### config.mk
export PLATFORM = sky130hd
export DESIGN_NAME = render_frame_scheduler
export DESIGN_NICKNAME = d
export VERILOG_FILES = /design/src/rtl/render_frame_scheduler.sv
export SDC_FILE = /design/constraint.sdc
export NUM_CORES = 1
export LEC_CHECK = 0
export CAP_MARGIN = 20
export CORE_AREA = 4 4 67 69
export DETAILED_ROUTE_END_ITERATION = 8
export DIE_AREA = 0 0 71 73
export GPL_TIMING_DRIVEN = 0
export PLACE_DENSITY = 0.78
export SETUP_SLACK_MARGIN = 0.15
export SKIP_LAST_GASP = 1
export SLEW_MARGIN = 20
export SYNTH_ARGS = -nofsm -noshare
export SYNTH_HDL_FRONTEND = slang
export SYNTH_SLANG_ARGS = --single-unit
### constraint.sdc
create_clock -name clk -period 2.01 [get_ports clk]
set_input_delay 0.201 -clock clk [delete_from_list [all_inputs] [get_ports clk]]
set_output_delay 0.201 -clock clk [all_outputs]
set_load 0.02 [all_outputs]
### src/rtl/render_frame_scheduler.sv
// Per-frame sequencer: clears the framebuffer, then for each object pops a descriptor,
// re-arms the model reader and runs the render pipeline, finally pulsing frame done.
module render_frame_scheduler #(
    parameter int MODEL_INDEX_WIDTH         = 4,
    parameter int MAX_NUM_OBJECTS_PER_FRAME = 1024,
    parameter int OBJ_COUNT_WIDTH           = $clog2(MAX_NUM_OBJECTS_PER_FRAME + 1)
) (
    input  logic                         clk,
    input  logic                         rstn,
    input  logic                         i_frame_start,
    input  logic [OBJ_COUNT_WIDTH-1:0]   i_num_objects,
    output logic                         o_busy,
    output logic                         o_frame_done,
    output logic [OBJ_COUNT_WIDTH-1:0]   o_objects_rendered,
    output logic                         o_clear_start,
    input  logic                         i_clear_done,
    output logic                         o_obj_read_en,
    input  logic                         i_obj_empty,
    input  logic                         i_obj_dv,
    input  logic [MODEL_INDEX_WIDTH-1:0] i_obj_model_index,
    output logic                         o_model_reader_reset,
    output logic [MODEL_INDEX_WIDTH-1:0] o_model_index,
    input  logic                         i_model_reader_ready,
    output logic                         o_pipe_start,
    input  logic                         i_pipe_ready,
    input  logic                         i_pipe_finished
);

    typedef enum logic [3:0] {
        S_IDLE,
        S_CLEAR,
        S_FETCH,
        S_WAIT_OBJ,
        S_LOAD,
        S_WAIT_MODEL,
        S_START,
        S_RENDER,
        S_DONE
    } state_t;

    localparam logic [OBJ_COUNT_WIDTH-1:0] MAX_COUNT = OBJ_COUNT_WIDTH'(MAX_NUM_OBJECTS_PER_FRAME);

    state_t                       r_state;
    state_t                       w_next_state;
    logic [OBJ_COUNT_WIDTH-1:0]   r_target;
    logic                         r_model_first;
    logic [OBJ_COUNT_WIDTH-1:0]   w_num_clamped;
    logic [OBJ_COUNT_WIDTH-1:0]   w_rendered_inc;
    logic                         w_clear_start;
    logic                         w_obj_read_en;
    logic                         w_model_reader_reset;
    logic                         w_pipe_start;
    logic                         w_frame_done;

    assign w_num_clamped  = (i_num_objects > MAX_COUNT) ? MAX_COUNT : i_num_objects;
    assign w_rendered_inc = o_objects_rendered + 1'b1;
    assign o_busy         = (r_state != S_IDLE);

    // Strobes are computed on the transition into a state and registered, so each
    // one is visible during the first cycle of the state it announces.
    always_comb begin
        // NOTE: every output of this block gets a default first so no latch is inferred.
        w_next_state         = r_state;
        w_clear_start        = 1'b0;
        w_obj_read_en        = 1'b0;
        w_model_reader_reset = 1'b0;
        w_pipe_start         = 1'b0;
        w_frame_done         = 1'b0;
        unique case (r_state)
            S_IDLE: begin
                if (i_frame_start) begin
                    w_next_state  = S_CLEAR;
                    w_clear_start = 1'b1;
                end
            end
            S_CLEAR: begin
                if (i_clear_done) begin
                    if (r_target == '0) begin
                        w_next_state = S_DONE;
                        w_frame_done = 1'b1;
                    end else begin
                        w_next_state = S_FETCH;
                    end
                end
            end
            S_FETCH: begin
                if (!i_obj_empty) begin
                    w_next_state  = S_WAIT_OBJ;
                    w_obj_read_en = 1'b1;
                end
            end
            S_WAIT_OBJ: begin
                if (i_obj_dv) begin
                    w_next_state         = S_LOAD;
                    w_model_reader_reset = 1'b1;
                end
            end
            S_LOAD: w_next_state = S_WAIT_MODEL;
            S_WAIT_MODEL: begin
                // Ready seen in the first cycle may still belong to the previous model.
                if (!r_model_first && i_model_reader_ready) w_next_state = S_START;
            end
            S_START: begin
                if (i_pipe_ready) begin
                    w_next_state = S_RENDER;
                    w_pipe_start = 1'b1;
                end
            end
            S_RENDER: begin
                if (i_pipe_finished) begin
                    if (w_rendered_inc == r_target) begin
                        w_next_state = S_DONE;
                        w_frame_done = 1'b1;
                    end else begin
                        w_next_state = S_FETCH;
                    end
                end
            end
            S_DONE:  w_next_state = S_IDLE;
            default: w_next_state = S_IDLE;
        endcase
    end

    always_ff @(posedge clk) begin
        // NOTE: sequential state uses non-blocking assignments so all registers update together.
        if (!rstn) r_state <= S_IDLE;
        else       r_state <= w_next_state;
    end

    always_ff @(posedge clk) begin
        if (!rstn) begin
            o_clear_start        <= 1'b0;
            o_obj_read_en        <= 1'b0;
            o_model_reader_reset <= 1'b0;
            o_pipe_start         <= 1'b0;
            o_frame_done         <= 1'b0;
            o_objects_rendered   <= '0;
            o_model_index        <= '0;
            r_target             <= '0;
            r_model_first        <= 1'b0;
        end else begin
            o_clear_start        <= w_clear_start;
            o_obj_read_en        <= w_obj_read_en;
            o_model_reader_reset <= w_model_reader_reset;
            o_pipe_start         <= w_pipe_start;
            o_frame_done         <= w_frame_done;
            r_model_first        <= (r_state == S_LOAD);
            if (r_state == S_IDLE && i_frame_start) begin
                r_target           <= w_num_clamped;
                o_objects_rendered <= '0;
            end
            if (r_state == S_WAIT_OBJ && i_obj_dv) o_model_index <= i_obj_model_index;
            if (r_state == S_RENDER && i_pipe_finished) o_objects_rendered <= w_rendered_inc;
        end
    end

endmodule

Yosys cells after proc, flatten, opt, wreduce, memory -nomap -nowiden
Cells that the tools add are included.
Widths: inputs -> output; s select.

cells by class
  $add $sub $neg = 1
  multiply operators = 0
  div/mod/pow operators = 0
  magnitude comparators = 1
  eq/ne operators = 15
  shift operators = 0
  muxes and demuxes = 22
  bitwise gates (word level) = 0
  reductions and logical operators = 14

operator list
  kind                   number
  $mux 4                 9
  $mux 11                3
  $pmux 4 s8             1
  $eq 4x3->1 const B     4
  $ne 2x2->1 const B     7
  $add 11x1->11 const B  1
  $eq 11x11->1           1
  $gt 11x11->1 const B   1
  $logic_not 11->1       1
  $eq 4x2->1 const B     2
  $mux 1                 8
  $reduce_and 2->1       4
  $reduce_and 7->1       1
  $eq 4x1->1 const B     1
  $logic_and 1x1->1      4
  $logic_not 4->1        1
  $reduce_bool 4->1      1
  $pmux 1 s2             1
  $reduce_bool 2->1      1
  $logic_not 1->1        1

storage, ports and cells
  bits in registers = 36
  latch bits = 0
  memory bits (writable) = 0
  bits in read-only memories = 0
  bits of input ports = 24
  output and inout bits = 21
  memories = 0

Depth between registers and ports, before layout
  depth in word-level cells = 5
  gate-level depth with buffers = 7
  mapped depth without buffers = 7

Least setup slack after synthesis
OpenSTA, ideal clock, no wires.

  path type = reg-to-reg
  start = reg o_objects_rendered[0]
  end = reg o_frame_done
  data arrival time = 1.893 ns
  required time = 1.949 ns
  setup slack = 0.057 ns
  cell stages (with the launch flop) = 8
  path buffers = 0
  cells stage by stage = dfxtp_1 ha_1 nand3_1 xnor2_1 nor4_1 nand4_1 o31ai_2 and3_1

between the ends
  cells in the longest elaborated chain, start to end = 5

RTL lines
  element                 line  RTL
  from (decl)             14    output logic [OBJ_COUNT_WIDTH-1:0] o_objects_rendered,
  from (signal assigned)  153   if (r_state == S_RENDER && i_pipe_finished) o_objects_rendered <= w_rendered_inc;
  $add 11x1->11           56    assign w_rendered_inc = o_objects_rendered + 1'b1;
  $eq 11x11->1            111   if (w_rendered_inc == r_target) begin
  $mux 1                  111
  $mux 1                  110   if (i_pipe_finished) begin
  $pmux 1 s2              69    unique case (r_state)
  to (signal assigned)    146   o_frame_done <= w_frame_done;
  to (decl)               13    output logic o_frame_done,

No other way between the ends.
A chain may end at the register's enable or synchronous reset.

Final worst setup path
  start = reg r_target[10]
  end = reg r_state[3]

between the ends
  cells in the longest elaborated chain, start to end = 4
  elaborated cells between the ends (all ways) = 7
  classes of those cells = eq/ne: 1; mux: 5; reduce/logical: 1

RTL lines
  element                                                  line     RTL
  from (decl)                                              45       logic [OBJ_COUNT_WIDTH-1:0] r_target;
  from (signal assigned)                                   149      r_target <= w_num_clamped;
  $eq 11x11->1 / $logic_not 11->1 (equally long branches)  111, 78
  $mux 4 (on tied branches)                                111, 78
  $mux 4 (on tied branches)                                110, 77
  $pmux 4 s8 (*)                                           69
  to (signal assigned)                                     127      else r_state <= w_next_state;
  to (decl)                                                43       state_t r_state;

Every way passes the cells marked *; elsewhere a longest branch is shown, timed or not. The select of a mux whose other input is x is not followed.

==> flow_summary_export.csv <==
group,metric,value,unit
outcome,status,"finished clean",
yosys,synth_common_cells,"nor2_1 (37), dfxtp_1 (36), a21oi_1 (16)",
yosys,syn_area,0.00188,mm2
drt,vias,2003,
yosys,synth.area.top_cells,"dfxtp_1 (38%), nor2_1 (7.4%), xnor2_1 (6.0%)",
sta,rsz0062_at_grt,"true",
yosys,ys_types,42,
pwr,p_total,2.12,mW
global_route,use_met3,0.0358,
clock_network,clk_latency,0.29,ns
clock_network,clock-sinks,36,
yosys,syn_avg_cell_area,8.05,um2
global_route,grt_max_degree,12,
yosys,synth_warnings,0,
yosys,async_flop_share,0,
die,fp.dieW,71,um
global_route,antenna_found_initial,0,
placed_design,gp_congestion,0.872,
die,row_count,23,
worst_setup_path,crit_arrival,2.21,ns
die,io-pin-count,45,
sta,slew_violations,0,
worst_setup_path,endpoint_kind,"register",
worst_setup_path,crit_path_start_kind,"register",
flow_run,max_cap_viol_count,0,
placed_design,hpwl,3.41,mm
die,core,0.00391,mm2
worst_setup_path,crit_type,"reg -> reg",
final_layout,fillers,325,
yosys,synth_cells,234,
pwr,peakVddDrop,502,uV
global_route,met2_usage,0.322,
min_path,holdCritPathClass,"in -> reg",
global_route,grt_use_total,0.189,
drt,postRouteAntennaNets,0,
drt,first_pass_iters,5,
final_layout,final_nets,321,
global_route,grt_first_pass_wirelength,7.87,mm
global_route,met1_usage,0.234,
yosys,synth_edf_count,0,
sta,finalSetupViolations,0,
sta,max_clock_freq,0.503,GHz
sta,whs,0.338,ns
sta,setup_tns,0,ns
final_layout,layoutNonFillerInstCount,347,
final_layout,area_growth,43.1,%
yosys,synth_top_area_frac,0.383,
drt,viasPerCell,5.77,
yosys,synth.ff_latch_count,36,
drt,drt-initial-drc-count,193,
placed_design,dpl.cell_count,327,
yosys,synth_most_common_cell,"nor2_1",
clock_network,max-clock-path-buffers,2,
pwr,power_leakage,0.992,nW
drt,wl_per_cell,15.0,um
sta,tightest_slew,0.518,ns
sta,finalCritPeriodShare,0.989,
worst_setup_path,path_max_fanout,2,
worst_setup_path,critPathMaxStageDelay,0.53,ns
yosys,synthFlopType,"dfxtp_1",
worst_setup_path,crit_chain,"xnor2_2, or4bb_1, a31oi_2, nand4_1, o31ai_2, and3_1",
sta,skew,0.00805,ns
final_layout,num_antenna_cells,0,
drt,drc,0,
sta,slew_headroom,0.655,
drt,wl,5.20,mm
yosys,yosys.area.top_type,"dfxtp_1",
worst_setup_path,cp_slowest_cell,"or4bb_1",
yosys,synth-seq-area-share,0.383,
die,die-area,0.00518,mm2
global_route,top_usage_layer,"met2",
clock_network,htree_num_levels,2,
final_layout,final_util,0.689,
sta,hold_viol_final,0,
die,initial_core_util,0.481,
clock_network,cts_tree,"done",
sta,min_period,1.99,ns
global_route,grt_overflow_total,0,
clock_network,cts_root_buffer,"clkbuf_8",
die,die_height,73,um
clock_network,clk_pin_slew,0.07,ns
global_route,grt_pass1_vias,1711,
final_layout,drive_gt1_frac,0.189,
pwr,powerDensity,786,mW/mm2
yosys,syn_nets,259,
worst_setup_path,critPathRequiredTime,2.24,ns
clock_network,cts_made_buffers,5,
placed_design,numPortBuffers,43,
[state kept, by name, summed over array words and instances (netlist names), 4 cells and up]
register            cells
o_objects_rendered     11
r_target               11
o_model_index           4
r_state                 4
[path summary, 6_finish.rpt]
check             cells after the start          endpoint  slack, ns               from
setup reg to reg                      6        r_state[3]       0.02       r_target[10]
hold / removal                        3      r_target[10]       0.34  i_num_objects[10]
setup / recovery                      6        r_state[3]       0.02       r_target[10]
hold reg to reg                       2  o_model_index[0]       0.50   o_model_index[0]
[through the flow]
stage	instance area [um2]	setup WS (ns)
after floorplan	1890	0.162
after global placement	2380	-0.0266
after detailed placement	2380	-0.0495
after CTS	2610	0.119
after global routing	2700	-0.0273
final	2700	0.0217
[power breakdown]
group / leakage (nW) / switching [mW] / total, mW / internal (mW)
combinational: 0.650 / 0.420 / 0.749 / 0.329
clock: 0.0445 / 0.264 / 0.543 / 0.279
sequential: 0.298 / 0.0550 / 0.827 / 0.772
total: 0.992 / 0.739 / 2.12 / 1.38
[cells in the final DEF (no fill, tap or decap), types with 2 or more instances in the layout]
master	count
clkdlybuf4s50_1	42
nor2_1	37
dfxtp_1	27
a21oi_1	15
xnor2_1	12
buf_4	12
nand2_1	11
o21ai_0	11
nor3b_1	9
nor4_1	9
nand3_1	7
clkbuf_8	7
clkbuf_1	6
nor3_1	6
mux2i_1	5
dfxtp_4	5
a22oi_1	4
nand2b_1	4
nor2b_1	4
and3_1	4
dfxtp_2	4
nand3_2	3
nand4_1	3
inv_1	3
o211ai_1	3
buf_6	3
and3_4	3
xor2_1	3
buf_2	2
nand2_2	2
and2_1	2
nor3_2	2
[layer usage]
layer | wire, um | up-vias
met5 | 0 | -
met4 | 74 | 0
met3 | 414 | 11
met2 | 2440 | 99
met1 | 2260 | 926
li1 | - | 967
[cell families after synthesis]
| group | Yosys count | synth area share |
|---|---|---|
| XOR/XNOR | 16 | 0.0744 |
| multiplexers | 5 | 0.0266 |
| AO/OA/AOI/OAI | 44 | 0.146 |
| flip-flops | 36 | 0.383 |
| adder cells (fa/ha/maj) | 1 | 0.00664 |
| AND/OR/NAND/NOR | 115 | 0.324 |
| buffers and inverters | 17 | 0.0399 |
[final cells by class]
| type | instances | area (um2) | share of cell area |
|---|---|---|---|
| Clock inverter | 1 | 7.51 | 0.00279 |
| Inverter | 4 | 15.0 | 0.00557 |
| Sequential cell | 36 | 744 | 0.276 |
| Timing Repair Buffer | 55 | 523 | 0.194 |
| Clock buffer | 7 | 86.3 | 0.0320 |
| Buffer | 13 | 88.8 | 0.0330 |
| Multi-Input combinational cell | 181 | 1170 | 0.433 |
| Tap cell | 50 | 62.6 | 0.0232 |
[worst max-delay path: cells and delay by family (launching register included)]
kind                      cells  cell delay [ns]
and+or+nand+nor               3             0.91
AOI/OAI and AO/OA             2             0.53
xor gates and xnor gates      1             0.14
DFF                           1             0.36
[what timing repair did]
| item | in CTS | in global routing |
|---|---|---|
| hold buffers | 0 | 0 |
| resized for setup | 24 | 15 |
| setup buffers | 7 | 5 |
| pin swaps | 5 | 9 |
| setup endpoints to repair | 6 | 13 |
No activity file was read; power rests on OpenSTA's default activity.
